File: config.mk
export PLATFORM = sky130hd
export DESIGN_NAME = cla_adder_arbiter_flat
export DESIGN_NICKNAME = d
export VERILOG_FILES = /design/src/rtl/cla_adder_arbiter_if.sv /design/src/rtl/cla_adder_arbiter.sv /design/src/flat_wrapper.sv
export SDC_FILE = /design/constraint.sdc
export NUM_CORES = 1
export LEC_CHECK = 0
export CAP_MARGIN = 20
export CORE_MARGIN = 8
export CORE_UTILIZATION = 52
export CTS_BUF_LIST = sky130_fd_sc_hd__clkbuf_16
export CTS_CLUSTER_DIAMETER = 30
export DETAILED_ROUTE_END_ITERATION = 16
export GPL_ROUTABILITY_DRIVEN = 0
export PLACE_DENSITY_LB_ADDON = 0.1
export SYNTH_ARGS = -nofsm -noshare
export SYNTH_HDL_FRONTEND = slang
export SYNTH_SLANG_ARGS = --single-unit
File: constraint.sdc
create_clock -name clk -period 9 [get_ports clk]
set_input_delay 0.9 -clock clk [delete_from_list [all_inputs] [get_ports clk]]
set_output_delay 0.9 -clock clk [all_outputs]
set_load 0.02 [all_outputs]
File: src/rtl/cla_adder_arbiter_if.sv
// Requester and downstream handshake bundle for the shared carry-lookahead adder.
// Requester n uses bit n of i_valid/o_ready and bits [n*WIDTH +: WIDTH] of the operand buses.
interface cla_adder_arbiter_if #(
  parameter int WIDTH = 3,
  parameter int NREQ  = 3,
  parameter int IDW   = 2
);
  logic [NREQ-1:0]       i_valid;
  logic [NREQ*WIDTH-1:0] i_add1;
  logic [NREQ*WIDTH-1:0] i_add2;
  logic [NREQ-1:0]       o_ready;
  logic                  o_valid;
  logic [WIDTH:0]        o_result;
  logic [IDW-1:0]        o_id;
  logic                  i_ready;

  modport slave (
    input  i_valid, i_add1, i_add2, i_ready,
    output o_ready, o_valid, o_result, o_id
  );

  modport master (
    output i_valid, i_add1, i_add2, i_ready,
    input  o_ready, o_valid, o_result, o_id
  );
endinterface

File: src/rtl/cla_adder_arbiter.sv
// One carry-lookahead adder shared by NREQ requesters through a round-robin arbiter,
// with a single-entry tagged result register toward one downstream consumer.
module carry_lookahead_adder #(
  parameter int WIDTH = 3
) (
  input  logic [WIDTH-1:0] i_a,
  input  logic [WIDTH-1:0] i_b,
  output logic [WIDTH:0]   o_sum
);
  logic [WIDTH-1:0] w_g;
  logic [WIDTH-1:0] w_p;
  logic [WIDTH:0]   w_c;
  logic             w_term;

  assign w_g = i_a & i_b;
  assign w_p = i_a ^ i_b;

  // Each carry is a flat OR of generate terms gated by the propagates above them.
  always_comb begin
    w_c    = '0;
    w_term = 1'b0;
    for (int i = 0; i < WIDTH; i++) begin
      for (int j = 0; j <= i; j++) begin
        w_term = w_g[j];
        for (int k = j + 1; k <= i; k++) begin
          w_term = w_term & w_p[k];
        end
        w_c[i+1] = w_c[i+1] | w_term;
      end
    end
  end

  assign o_sum = {w_c[WIDTH], w_p ^ w_c[WIDTH-1:0]};
endmodule

// state   | meaning
// S_EMPTY | result register holds nothing
// S_FULL  | result register holds a result awaiting downstream
module cla_adder_arbiter #(
  parameter int WIDTH = 3,
  parameter int NREQ  = 3,
  parameter int IDW   = 2
) (
  input logic               clk,
  input logic               rst,
  cla_adder_arbiter_if.slave bus
);
  typedef enum logic {S_EMPTY, S_FULL} state_t;

  state_t           r_state;
  state_t           w_state_nxt;
  logic [IDW-1:0]   r_ptr;
  logic [IDW-1:0]   r_id;
  logic [WIDTH:0]   r_result;
  logic [IDW-1:0]   w_gnt_id;
  logic [NREQ-1:0]  w_onehot;
  logic             w_found;
  logic             w_can_accept;
  logic             w_grant;
  logic [WIDTH-1:0] w_a;
  logic [WIDTH-1:0] w_b;
  logic [WIDTH:0]   w_sum;
  int               w_idx;

  // Scan from the pointer, wrapping once; the first valid requester wins.
  always_comb begin
    w_found      = 1'b0;
    w_gnt_id     = '0;
    w_onehot     = '0;
    w_a          = '0;
    w_b          = '0;
    w_idx        = 0;
    w_can_accept = (r_state == S_EMPTY) || bus.i_ready;
    for (int k = 0; k < NREQ; k++) begin
      w_idx = int'(r_ptr) + k;
      if (w_idx >= NREQ) w_idx = w_idx - NREQ;
      if (!w_found && bus.i_valid[w_idx]) begin
        w_found         = 1'b1;
        w_gnt_id        = IDW'(w_idx);
        w_onehot[w_idx] = 1'b1;
        w_a             = bus.i_add1[w_idx*WIDTH +: WIDTH];
        w_b             = bus.i_add2[w_idx*WIDTH +: WIDTH];
      end
    end
    w_grant = w_can_accept && w_found && !rst;
  end

  carry_lookahead_adder #(.WIDTH(WIDTH)) u_cla (
    .i_a   (w_a),
    .i_b   (w_b),
    .o_sum (w_sum)
  );

  always_comb begin
    w_state_nxt = r_state;
    case (r_state)
      S_EMPTY: if (w_grant) w_state_nxt = S_FULL;
      S_FULL: begin
        if (w_grant)          w_state_nxt = S_FULL;
        else if (bus.i_ready) w_state_nxt = S_EMPTY;
      end
      default: w_state_nxt = S_EMPTY;
    endcase
  end

  always_ff @(posedge clk) begin
    if (rst) begin
      r_state  <= S_EMPTY;
      r_ptr    <= '0;
      r_result <= '0;
      r_id     <= '0;
    end else begin
      r_state <= w_state_nxt;
      if (w_grant) begin
        r_result <= w_sum;
        r_id     <= w_gnt_id;
        r_ptr    <= (w_gnt_id == IDW'(NREQ - 1)) ? '0 : w_gnt_id + 1'b1;
      end
    end
  end

  assign bus.o_ready  = w_grant ? w_onehot : '0;
  assign bus.o_valid  = (r_state == S_FULL);
  assign bus.o_result = r_result;
  assign bus.o_id     = r_id;
endmodule
File: src/flat_wrapper.sv
// flat-port wrapper written by rule: the top's interface ports become plain ports
module cla_adder_arbiter_flat 
#(
  parameter int WIDTH = 3,
  parameter int NREQ  = 3,
  parameter int IDW   = 2
)
  (clk, rst, bus_i_valid, bus_i_add1, bus_i_add2, bus_i_ready, bus_o_ready, bus_o_valid, bus_o_result, bus_o_id);
  cla_adder_arbiter_if #(.WIDTH(WIDTH), .NREQ(NREQ), .IDW(IDW)) bus_i ();
  input logic clk;
  input logic rst;
  input wire logic [$bits(bus_i.i_valid)-1:0] bus_i_valid;
  input wire logic [$bits(bus_i.i_add1)-1:0] bus_i_add1;
  input wire logic [$bits(bus_i.i_add2)-1:0] bus_i_add2;
  input wire logic [$bits(bus_i.i_ready)-1:0] bus_i_ready;
  output wire logic [$bits(bus_i.o_ready)-1:0] bus_o_ready;
  output wire logic [$bits(bus_i.o_valid)-1:0] bus_o_valid;
  output wire logic [$bits(bus_i.o_result)-1:0] bus_o_result;
  output wire logic [$bits(bus_i.o_id)-1:0] bus_o_id;
  assign bus_i.i_valid = bus_i_valid;
  assign bus_i.i_add1 = bus_i_add1;
  assign bus_i.i_add2 = bus_i_add2;
  assign bus_i.i_ready = bus_i_ready;
  assign bus_o_ready = bus_i.o_ready;
  assign bus_o_valid = bus_i.o_valid;
  assign bus_o_result = bus_i.o_result;
  assign bus_o_id = bus_i.o_id;
  cla_adder_arbiter #(.WIDTH(WIDTH), .NREQ(NREQ), .IDW(IDW)) u_core (.clk(clk), .rst(rst), .bus(bus_i));
endmodule
# Yosys cells after proc, flatten, opt, wreduce, memory -nomap -nowiden

Index checks and enable logic that the tools add are counted.

Bitwise gates (word level): 12
Multiplexer cells: 39
Add/subtract/negate cells: 6
Reductions and logical operators: 11
Eq/ne operators: 1
Magnitude comparators: 9
Shift operators: 6
Multiply operators: 3

Operators with widths:

| cell                    | number |
|---|---|
| $shiftx A9 B32 Y3       | 6 |
| $ge A32 B1 Y1 const B   | 3 |
| $lt A32 B4 Y1 const B   | 3 |
| $mul A32 B3 Y32 const B | 3 |
| $mux W32                | 3 |
| $ge A32 B3 Y1 const B   | 2 |
| $sub A32 B3 Y32 const B | 2 |
| $mux W3                 | 10 |
| $mux W1                 | 15 |
| $mux W2                 | 4 |
| $logic_and A1 B1 Y1     | 7 |
| $bmux W1 S2             | 3 |
| $demux W1 S2            | 3 |
| $or A3 B3 Y3            | 2 |
| $xor A3 B3 Y3           | 2 |
| $add A2 B1 Y3 const B   | 1 |
| $add A2 B2 Y3 const B   | 1 |
| $and A1 B1 Y1           | 3 |
| $and A3 B3 Y3           | 1 |
| $logic_not A1 Y1        | 3 |
| $or A1 B1 Y1            | 3 |
| $sub A2 B2 Y3 const B   | 1 |
| $add A2 B1 Y2 const B   | 1 |
| $eq A2 B2 Y1 const B    | 1 |
| other kinds (4)         | 4 |

Bits in registers: 9
Input bits: 24
Logic and storage cells: 91

# Logic depth before layout (Yosys ltp)

Gate-level depths: netlist (run 1).

Depth in word-level cells: 17
Mapped depth: 19
Mapped depth without buffers: 15

# By module

From an unflattened synthesis (run 1), not the netlist that was laid out.

Cell total of the unflattened synthesis: 274
Area, all modules: 2,248.4 µm²

By module, submodules not included:

| module                | instances | cells each | seq. area each (µm²) | area an instance (µm²) |
|---|---|---|---|---|
| cla_adder_arbiter     | 1         | 266        | 180.2                | 2,158.3 |
| carry_lookahead_adder | 1         | 8          | 0.0                  | 90.1 |

# Worst setup path before layout (run 1)

Ideal clock, no wire load.

Kind: flip-flop to flip-flop
Start: register u_core.r_ptr[1]
End: register u_core.r_result[1], in the netlist u_core.bus.o_result[1]
Cell stages (with the launch flop): 19
Path slack: 4.991 ns
Data arrival time: 3.935 ns
Data required time: 8.926 ns
Cell sequence: dfxtp_1 > inv_1 > ha_1 > buf_4 > buf_6 > buf_2 > buf_2 > nor3_1 > fa_1 > buf_1 > mux2i_1 > o211ai_1 > a32oi_1 > nor4_1 > a211o_1 > ha_1 > fa_1 > inv_1 > o21ai_0

Word-level cells in the longest chain between the ends: 14

RTL lines:

| what                                                                     | RTL line                 | text |
|---|---|---|
| start, declared                                                          | cla_adder_arbiter.sv:52  | `logic [IDW-1:0] r_ptr;` |
| start signal, assigned                                                   | cla_adder_arbiter.sv:117 | `r_ptr <= (w_gnt_id == IDW'(NREQ - 1)) ? '0 : w_gnt_id + 1'b1;` |
| parallel branches: the longest is 13 deep, another holds $sub A32 B3 Y32 | -                        |  |
| $xor A3 B3 Y3 (*)                                                        | cla_adder_arbiter.sv:33  | `assign o_sum = {w_c[WIDTH], w_p ^ w_c[WIDTH-1:0]};` |
| named net u_core.u_cla.o_sum[1]                                          | cla_adder_arbiter.sv:8   | `output logic [WIDTH:0] o_sum` |
| end signal, assigned                                                     | cla_adder_arbiter.sv:115 | `r_result <= w_sum;` |
| end, declared                                                            | cla_adder_arbiter.sv:54  | `logic [WIDTH:0] r_result;` |

Mark *: on every way through the listed nets, which the timed path passes. The select of a mux whose other input is x is not followed.
A chain may end at the register's enable or synchronous reset.

# Worst setup path after layout (run 1)

Start: input bus_i_valid[1]
End: output bus_o_ready[2]

Word-level cells in the longest chain between the ends: 13

RTL lines:

| what                                       | RTL line                 | text |
|---|---|---|
| start, declared                            | flat_wrapper.sv:12       | `input wire logic [$bits(bus_i.i_valid)-1:0] bus_i_valid;` |
| $bmux W1 S2                                | cla_adder_arbiter.sv:77  | `if (!w_found && bus.i_valid[w_idx]) begin` |
| $mux W1 (implied by the code) (2 in a row) | cla_adder_arbiter.sv:77  |  |
| $mux W1                                    | cla_adder_arbiter.sv:77  |  |
| $logic_not A1 Y1                           | cla_adder_arbiter.sv:77  |  |
| $logic_and A1 B1 Y1                        | cla_adder_arbiter.sv:77  |  |
| $mux W1                                    | cla_adder_arbiter.sv:77  |  |
| $logic_not A1 Y1                           | cla_adder_arbiter.sv:77  |  |
| $logic_and A1 B1 Y1                        | cla_adder_arbiter.sv:77  |  |
| $mux W1                                    | cla_adder_arbiter.sv:77  |  |
| $logic_and A1 B1 Y1 (2 in a row)           | cla_adder_arbiter.sv:85  | `w_grant = w_can_accept && w_found && !rst;` |
| $mux W3 (*)                                | cla_adder_arbiter.sv:122 | `assign bus.o_ready = w_grant ? w_onehot : '0;` |
| end, declared                              | flat_wrapper.sv:16       | `output wire logic [$bits(bus_i.o_ready)-1:0] bus_o_ready;` |

Mark *: on every way between the ends. The rest lies on a longest branch, timed or not. The select of a mux whose other input is x is not followed.

==> reports/metrics.yaml, run 1 <==
floorplanning:
  core_um2: 4350
  ios: 34
  dieArea_um2: 6900
  die_y_um: 83.1
  initial_core_util_pct: 53.7
  num_rows: 24
  die_x_um: 83.1
logic_synthesis:
  synth-seq-cells: 9
  ys_warn_count: 0
  synth_edf_count: 0
  async_flop_share_pct: 0
  synth.distinct_cells: 60
  synthFlopType: "dfxtp_1"
  yosysSeqAreaShare_pct: 7.70
  avgSynthCellArea_um2: 8.48
  synth_cells: 276
  syn-cell-area_um2: 2340
clock_tree:
  numCtsBuffers: 3
  cts_resized: 0
  path_clk_slew_ns: 0.04
  cts.sinks: 9
  clockBufferDepth: 2
  postCtsSetupBuffers: 0
  clk_latency_ns: 0.24
  cts-root-buf: "clkbuf_16"
  htree_levels: 1
  cts_hold_buffers: 0
  cts_tree: "yes"
sta:
  timing.fmax_ghz: 0.216
  setup_ws_ns: 4.38
  fin_crit_sh_pct: 51.4
  hold_ws_ns: 0.480
  tns_ns: 0
  rsz0062_at_grt: "false"
  setup_violations: 0
  hold_viol: 0
  fin_crit_ns: 4.62
  tightest_slew_ns: 0.854
  skew_ns: 0.000921
  slew_headroom_pct: 42.1
  drv_slew: 0
routing:
  route.antenna.remaining_nets: 0
  drc_errors: 0
  drt_iter0_drc: 278
  routed_wl_mm: 6.67
  first_pass_iters: 6
  avgViaCountPerCell: 6.64
  post_drt_wl_per_cell_um: 19.1
  dr_total_vias: 2316
power:
  vdd_drop_max_uv: 89.3
  power.leakage_nw: 0.946
  fin_total_pwr_mw: 0.365
  p_per_area_nw_per_um2: 134
critical_path:
  worstPathMaxFanout: 12
  crit_required_ns: 8.10
  crit_arrival_ns: 3.72
  setup.worst_path.class: "in -> out"
  cp-start-kind: "input port"
  cp-end-kind: "output port"
placement:
  placed_area_um2: 2640
  pre_cts_ws_ns: 4.45
  post-dp-hpwl_mm: 4.88
  io_buffers: 33
finish:
  multi_input_area_um2: 1990
  postLayoutCellArea_um2: 2720
  seq_area_um2: 180
  area_delta_synth_final_pct: 16.0
  num-fill-cells: 391
  nets: 340
  layout-drive-gt1-share_pct: 9.09
  antenna_cells: 0
hold_path:
  worstHoldPathType: "reg -> reg"
job:
  drv_cap: 0
global_route:
  grt_first_pass_wirelength_mm: 11.4
  gr-total-overflow: 0
  antenna_found_initial: 0
  grt_max_degree: 57
  track_usage_pct: 19.2
  first_global_vias: 2138
outcome:
  status: "finished, final reports clean"
-- synthesized netlist by cell type, types with 3 or more instances --
| cell | n | area, um^2 |
|---|---|---|
| mux4_2 | 13 | 293 |
| inv_1 | 9 | 33.8 |
| ha_1 | 15 | 188 |
| a32oi_1 | 5 | 43.8 |
| a211o_1 | 4 | 35.0 |
| o32ai_1 | 4 | 35.0 |
| nor4_1 | 3 | 18.8 |
| nor3_1 | 6 | 30.0 |
| clkbuf_1 | 3 | 11.3 |
| mux2i_1 | 30 | 300 |
| fa_1 | 3 | 60.1 |
| buf_2 | 11 | 55.1 |
| a22oi_1 | 3 | 22.5 |
| nor2b_1 | 5 | 31.3 |
| xnor2_1 | 3 | 26.3 |
| nand3b_1 | 6 | 45.0 |
| nand2_1 | 16 | 60.1 |
| nand3_1 | 5 | 25.0 |
| o21a_1 | 4 | 30.0 |
| o211ai_1 | 5 | 37.5 |
| nand2b_1 | 3 | 18.8 |
| mux4_1 | 4 | 105 |
| dfxtp_1 | 9 | 180 |
| or3_1 | 4 | 25.0 |
| mux2_2 | 3 | 33.8 |
| nor2_1 | 22 | 82.6 |
| o21ai_0 | 23 | 115 |
| and2_1 | 3 | 18.8 |
| a21oi_1 | 11 | 55.1 |
-- worst max-delay path, stage by stage --
cell and delay (ns):
clkdlybuf4s50_1 0.59, or2_1 0.34, o32ai_1 0.76, a22oi_1 0.20, a21oi_1 0.26, clkdlybuf4s50_1 0.66
-- sequential cells by signal, summed over array words and instances, names as in the netlist --
register	cells
u_core.r_ptr	2
u_core.bus.o_result	4
u_core.bus.o_id	2
u_core.bus.o_valid	1
-- through the flow --
step	std cells	utilization [%]
finish	349	62.4
global route	349	62.4
CTS	349	62.4
detailed placement	345	60.5
global placement	345	60.5
floorplan	278	-
-- worst paths after layout --
kind	to	from	cells after the start	slack [ns]
max	bus_o_ready[2]	bus_i_valid[1]	6	4.38
min reg2reg	u_core.bus.o_result[1]	u_core.bus.o_result[1]	2	0.48
min	u_core.bus.o_result[1]	u_core.bus.o_result[1]	2	0.48
max reg2reg	u_core.bus.o_result[2]	u_core.r_ptr[1]	15	4.58
-- layout make-up --
cell class	instances	area share, %
clock buffers	3	2.76
well taps	52	2.40
inverters	12	1.66
repair buffers	36	13.0
flip-flops and latches	9	6.64
clock inverters	1	0.138
multi-input cells	236	73.4
-- cell usage in the layout (no fill, tap or decap), types with 5 or more instances in the layout --
| cell type | count |
|---|---|
| a21oi_1 | 11 |
| a32oi_1 | 5 |
| clkdlybuf4s50_1 | 33 |
| dfxtp_1 | 9 |
| ha_1 | 14 |
| inv_1 | 10 |
| mux2i_1 | 30 |
| mux4_2 | 13 |
| nand2_1 | 16 |
| nand3_1 | 5 |
| nand3b_1 | 6 |
| nor2_1 | 22 |
| nor2b_1 | 5 |
| nor3_1 | 6 |
| o211ai_1 | 5 |
| o21ai_0 | 23 |
-- metal layers --
metal	GRT usage (%)	vias to the layer above	part of all wire, %
met4	4.15	0	1.8
met2	29.8	105	47
li1	-	1103	-
met3	2.93	14	6.5
met1	27.1	1094	45
met5	0	-	0
-- report_power, final --
part	total [mW]	internal [mW]	switching, mW
sequential	0.0531	0.0482	0.00495
clock	0.0799	0.0583	0.0216
combinational	0.232	0.106	0.126
-- cell families after synthesis --
logic type,Yosys count,synth area share (%)
fa+ha+maj,20,11.4
other cells,2,0.321
flops,9,7.70
mux,50,31.3
buf+inv,33,7.54
simple gates,82,18.0
xor+xnor,4,1.50
compound gates,76,22.2
No activity file was read; power rests on OpenSTA's default activity.
==> inputs of run 2 (changes only) <==
==> constraint.sdc (replaced) <==
create_clock -name clk -period 4.3 [get_ports clk]
set_input_delay 0.43 -clock clk [delete_from_list [all_inputs] [get_ports clk]]
set_output_delay 0.43 -clock clk [all_outputs]
set_load 0.02 [all_outputs]
==> reports/metrics.yaml, run 2 (synthesis gave the netlist of run 1 again) <==
routing:
  route.antenna.remaining_nets: 0  # unchanged
  dr_total_vias: 2344  # +1.2%
  post_drt_wl_per_cell_um: 19.3  # +0.85%
  routed_wl_mm: 6.81  # +2.0%
  drc_errors: 0  # unchanged
  avgViaCountPerCell: 6.64  # about the same
  first_pass_iters: 6  # unchanged
  drt_iter0_drc: 187  # -33%
global_route:
  use_met2_pct: 32.3  # +2.5 points
  grtUsageMet3_pct: 2.44  # -0.49 points
  gr-total-overflow: 0  # unchanged
  grt_first_pass_wirelength_mm: 11.6  # +1.9%
  grt_use_met1_pct: 25.8  # -1.3 points
  antenna_found_initial: 0  # unchanged
  grt-busiest-layer: "met2"
  track_usage_pct: 19.3  # +0.097 points
  first_global_vias: 2314  # +8.2%
  grt_max_degree: 38  # -33%
power:
  p_per_area_nw_per_um2: 279  # +110%
  vdd_drop_max_uv: 269  # +200%
  power.leakage_nw: 0.966  # +2.2%
sta:
  setup_ws_ns: 0.342  # -4.03 ns
  slew_headroom_pct: 33.8  # -8.4 points
  rsz0062_at_grt: "false"
  hold_viol: 0  # unchanged
  fin_crit_sh_pct: 92.0
  tightest_slew_ns: 0.990  # +0.136 ns
  fin_crit_ns: 3.96
  tns_ns: 0  # unchanged
  drv_slew: 0  # unchanged
  setup_violations: 0  # unchanged
  timing.fmax_ghz: 0.253
  skew_ns: 0.00104  # +0.000117 ns
hold_path:
  holdPathStages: 2  # unchanged
  worstHoldPathType: "reg -> reg"
  hold_start: "u_core.bus.o_result[1]"
  whs_endpoint: "u_core.bus.o_result[1]"
floorplanning:
  initial_core_util_pct: 53.7  # unchanged
  core_um2: 4350  # unchanged
  die_y_um: 83.1  # unchanged
  dieArea_um2: 6900  # unchanged
  ios: 34  # unchanged
  num_rows: 24  # unchanged
  die_x_um: 83.1  # unchanged
clock_tree:
  htree_levels: 1  # unchanged
  path_clk_slew_ns: 0.04  # about the same
  cts-root-buf: "clkbuf_16"
  cts_resized: 0  # unchanged
  cts.sinks: 9  # unchanged
  numCtsBuffers: 3  # unchanged
  clk_latency_ns: 0.24  # about the same
  cts_tree: "yes"
  cts_hold_buffers: 0  # unchanged
  clockBufferDepth: 2  # unchanged
  postCtsSetupBuffers: 0  # unchanged
finish:
  final_common_cell: "clkdlybuf4s50_1"
  layout-drive-gt1-share_pct: 10.3  # +1.2 points
  nets: 344  # +1.2%
  antenna_cells: 0  # unchanged
  final_cell_mix: "clkdlybuf4s50_1 (33), mux2i_1 (30), o21ai_0 (23)"
  fin_util_pct: 63.0  # +0.69 points
  area_delta_synth_final_pct: 17.3
  largest_reg_flops: 4  # unchanged
critical_path:
  crit_path_top_delay_cell: "o32ai_1"
  crit_chain: "inv_1, ha_1, buf_4, nand2b_1, o32ai_1, a22oi_1, a21oi_1, clkdlybuf4s50_1"
  reg2reg_setup_slack_ns: 0.40  # -4.18 ns
  cp_top_family: "compound AO/OA/AOI/OAI gates"
  cp.depth: 8  # +2
  critPathBufInv: 3  # +1
  setup.worst_path.class: "reg -> out"
  timing.rr.end: "u_core.bus.o_result[3]"
  rr_worst_depth: 13  # -2
  cp-end-kind: "output port"
  crit_arrival_ns: 3.53  # -0.19 ns
  worstPathMaxFanout: 37  # +25
  cpPeakStageDelay_ns: 0.89  # +0.13 ns
  crit_required_ns: 3.87  # -4.23 ns
  reg2reg_from: "u_core.r_ptr[0]"
  cp-start-kind: "flop"
job:
  drv_cap: 0  # unchanged
placement:
  pre_cts_ws_ns: 0.465  # -3.99 ns
  post-dp-hpwl_mm: 5.04  # +3.3%
  io_buffers: 33  # unchanged
outcome:
  status: "finished, final reports clean"
## run 2: changes by cell type in the layout (fill, tap and decap cells not counted), sizes merged
cell  change
buf       +4
## run 2: layout make-up
cell class,instances,area [um^2]
Multi-Input combinational cell,236,1990
Fill cell,388,1610
Timing Repair Buffer,40,383
Sequential cell,9,180
Clock buffer,3,75.1
Tap cell,52,65.1
Inverter,12,45.0
Clock inverter,1,3.75
## run 2: how the worst max path moves through the flow
stage                               start                      to  slack (ns)
after floorplan           u_core.r_ptr[1]  u_core.bus.o_result[1]        0.29
after global placement    u_core.r_ptr[0]  u_core.bus.o_result[3]        0.54
after detailed placement  u_core.r_ptr[0]  u_core.bus.o_result[3]        0.47
after CTS                 u_core.r_ptr[0]          bus_o_ready[2]        0.39
after global routing      u_core.r_ptr[1]          bus_o_ready[2]         0.1
final                     u_core.r_ptr[1]          bus_o_ready[2]        0.34
## run 2: worst register-to-register path: stages, from the launching register on
cell and delay [ns]:
dfxtp_1 0.42, inv_1 0.12, ha_2 0.36, nor3_1 0.33
fa_1 0.63, or2_2 0.39, a2111oi_0 0.34, buf_4 0.19
a211o_1 0.17, ha_1 0.26, ha_1 0.20, o21a_1 0.18
nor3_1 0.13, nor3_1 0.06
## run 2: power breakdown
part           internal, mW  total [mW]  switching, mW
combinational         0.227       0.491          0.264
sequential            0.101       0.111         0.0102
clock                 0.122       0.165         0.0432
total                 0.449       0.767          0.317
## run 2: stage by stage
stage               area, um^2  instances  power, mW  hold WS (ns)
global route              2750        353      0.821         0.507
finish                    2750        353      0.767         0.473
floorplan                 2350        278      0.465         0.476
CTS                       2750        353      0.761         0.481
detailed placement        2670        349      0.594         0.474
global placement          2670        349      0.590         0.462
## run 2: per-layer routing
| layer | part of all wire, % | up-vias |
|---|---|---|
| li1 | - | 1110 |
| met1 | 44 | 1140 |
| met2 | 48 | 82 |
| met3 | 6.2 | 12 |
| met4 | 1.4 | 0 |
| met5 | 0 | - |
==> inputs of run 3 (changes only) <==
--- a/config.mk
+++ b/config.mk
@@ -6,13 +6,16 @@
 export NUM_CORES = 1
 export LEC_CHECK = 0
 export CAP_MARGIN = 20
+export CELL_PAD_IN_SITES_DETAIL_PLACEMENT = 0
+export CELL_PAD_IN_SITES_GLOBAL_PLACEMENT = 1
 export CORE_MARGIN = 8
-export CORE_UTILIZATION = 52
+export CORE_UTILIZATION = 45
 export CTS_BUF_LIST = sky130_fd_sc_hd__clkbuf_16
 export CTS_CLUSTER_DIAMETER = 30
 export DETAILED_ROUTE_END_ITERATION = 16
 export GPL_ROUTABILITY_DRIVEN = 0
 export PLACE_DENSITY_LB_ADDON = 0.1
+export RECOVER_POWER = 50
 export SYNTH_ARGS = -nofsm -noshare
 export SYNTH_HDL_FRONTEND = slang
 export SYNTH_SLANG_ARGS = --single-unit
==> constraint.sdc (replaced) <==
create_clock -name clk -period 4.87 [get_ports clk]
set_input_delay 0.487 -clock clk [delete_from_list [all_inputs] [get_ports clk]]
set_output_delay 0.487 -clock clk [all_outputs]
set_load 0.02 [all_outputs]
==> reports/metrics.yaml, run 3 (synthesis gave the netlist of run 1 again) <==
global_route:
  track_usage_pct: 18.1  # -1.2 points
  antenna_found_initial: 0  # unchanged
  gr-total-overflow: 0  # unchanged
  grt_first_pass_wirelength_mm: 11.2  # -3.7%
  first_global_vias: 2106  # -9.0%
  grt_max_degree: 47  # +24%
clock_tree:
  clockBufferDepth: 2  # unchanged
  cts-root-buf: "clkbuf_16"
  postCtsSetupBuffers: 0  # unchanged
  path_clk_slew_ns: 0.04  # about the same
  cts_resized: 0  # unchanged
  htree_levels: 1  # unchanged
  cts_hold_buffers: 0  # unchanged
  clk_latency_ns: 0.24  # about the same
  cts.sinks: 9  # unchanged
  cts_tree: "yes"
  numCtsBuffers: 3  # unchanged
routing:
  top_layer_used: "met4"
  first_pass_iters: 4  # -2
  dr_wl_met2_mm: 3.22  # -1.8%
  avgViaCountPerCell: 6.14  # -7.5%
  drt_iter0_drc: 205  # +9.6%
  post_drt_wl_per_cell_um: 18.9  # -2.0%
  wl_met1_mm: 3.18  # +5.4%
  route.antenna.remaining_nets: 0  # unchanged
  wl_met3_um: 529  # +26%
  routed_wl_mm: 6.96  # +2.2%
  dr_total_vias: 2260  # -3.6%
  drc_errors: 0  # unchanged
floorplanning:
  initial_core_util_pct: 46.1  # -7.6 points
  die_x_um: 88.1  # +6.0%
  num_rows: 26  # +8.3%
  dieArea_um2: 7760  # +12%
  ios: 34  # unchanged
  core_um2: 5070  # +17%
  die_y_um: 88.1  # +6.0%
power:
  fin_total_pwr_mw: 0.670  # -13%
  vdd_drop_max_uv: 154  # -43%
  power.leakage_nw: 0.967  # about the same
  p_per_area_nw_per_um2: 244  # -13%
placement:
  post-dp-hpwl_mm: 5.07  # +0.54%
  io_buffers: 33  # unchanged
  placed_cells: 364  # +4.3%
finish:
  stdcell_count: 368  # +4.2%
  antenna_cells: 0  # unchanged
  final_cell_mix: "mux2i_1 (30), clkdlybuf4s50_1 (26), o21ai_0 (23)"
  layout-drive-gt1-share_pct: 9.40  # -0.90 points
  area_delta_synth_final_pct: 17.3  # unchanged
  nets: 341  # -0.87%
  final_common_cell: "mux2i_1"
  largest_reg_flops: 4  # unchanged
sta:
  tns_ns: 0  # unchanged
  hold_viol: 0  # unchanged
  skew_ns: 0.00311  # +0.00207 ns
  setup_violations: 0  # unchanged
  slew_headroom_pct: 33.8  # +0.058 points
  rsz0062_at_grt: "false"
  fin_crit_sh_pct: 82.6
  fin_crit_ns: 4.02
  tightest_slew_ns: 0.989  # -0.000872 ns
  drv_slew: 0  # unchanged
  timing.fmax_ghz: 0.248
critical_path:
  cp-start-kind: "flop"
  crit_arrival_ns: 4.14  # +0.61 ns
  crit_required_ns: 4.98  # +1.11 ns
  reg2reg_from: "u_core.r_ptr[1]"
  cp-startpoint: "u_core.r_ptr[1]"
  worstPathMaxFanout: 46  # +24%
  cp-end-kind: "flop"
  setup.worst_path.class: "reg -> reg"
hold_path:
  worstHoldPathType: "reg -> reg"
  hold_start: "u_core.bus.o_result[1]"
outcome:
  status: "finished, final reports clean"
job:
  drv_cap: 0  # unchanged
[run 3: final cells by class]
class / instances / area [um^2]
clock buffers: 3 / 75.1
flip-flops and latches: 9 / 180
well taps: 70 / 87.6
repair buffers: 37 / 360
clock inverters: 1 / 3.75
inverters: 12 / 45.0
multi-input cells: 236 / 1990
fillers: 499 / 2330
[run 3: routing by layer]
layer	track usage [%]	vias to the layer above
met3	3.00	3
met2	27.6	90
met4	2.92	0
li1	-	1105
met5	0	-
met1	26.2	1062
[run 3: critical path: stages, from the launching register on]
cell,delay (ns)
dfxtp_1,0.38
inv_1,0.12
ha_2,0.46
buf_4,0.49
nor2b_1,0.14
fa_1,0.58
a21oi_1,0.06
o311ai_1,0.25
o32ai_1,0.17
a211o_1,0.38
ha_1,0.31
ha_1,0.19
o21a_1,0.18
nor3_1,0.12
nor3_1,0.06
[run 3: power breakdown]
| group | switching, mW | internal, mW |
|---|---|---|
| Clock | 0.0367 | 0.107 |
| Sequential | 0.00750 | 0.0890 |
| Combinational | 0.236 | 0.194 |
[run 3: through the flow]
stage               hold WS [ns]  util (%)  setup slack [ns]  area, um^2
finish                     0.467      54.1             0.846        2750
floorplan                  0.476         -             0.861        2350
CTS                        0.478      54.1             0.825        2750
global route               0.501      54.1             0.457        2750
global placement           0.458      52.5             0.910        2670
detailed placement         0.474      52.5             0.813        2670
[run 3: final timing paths]
kind | endpoint | slack (ns) | cells after the start
worst max-delay path | u_core.bus.o_result[3] | 0.85 | 14
worst min-delay path | u_core.bus.o_result[1] | 0.47 | 2
worst max register to register | u_core.bus.o_result[3] | 0.85 | 14
worst min register to register | u_core.bus.o_result[1] | 0.47 | 2
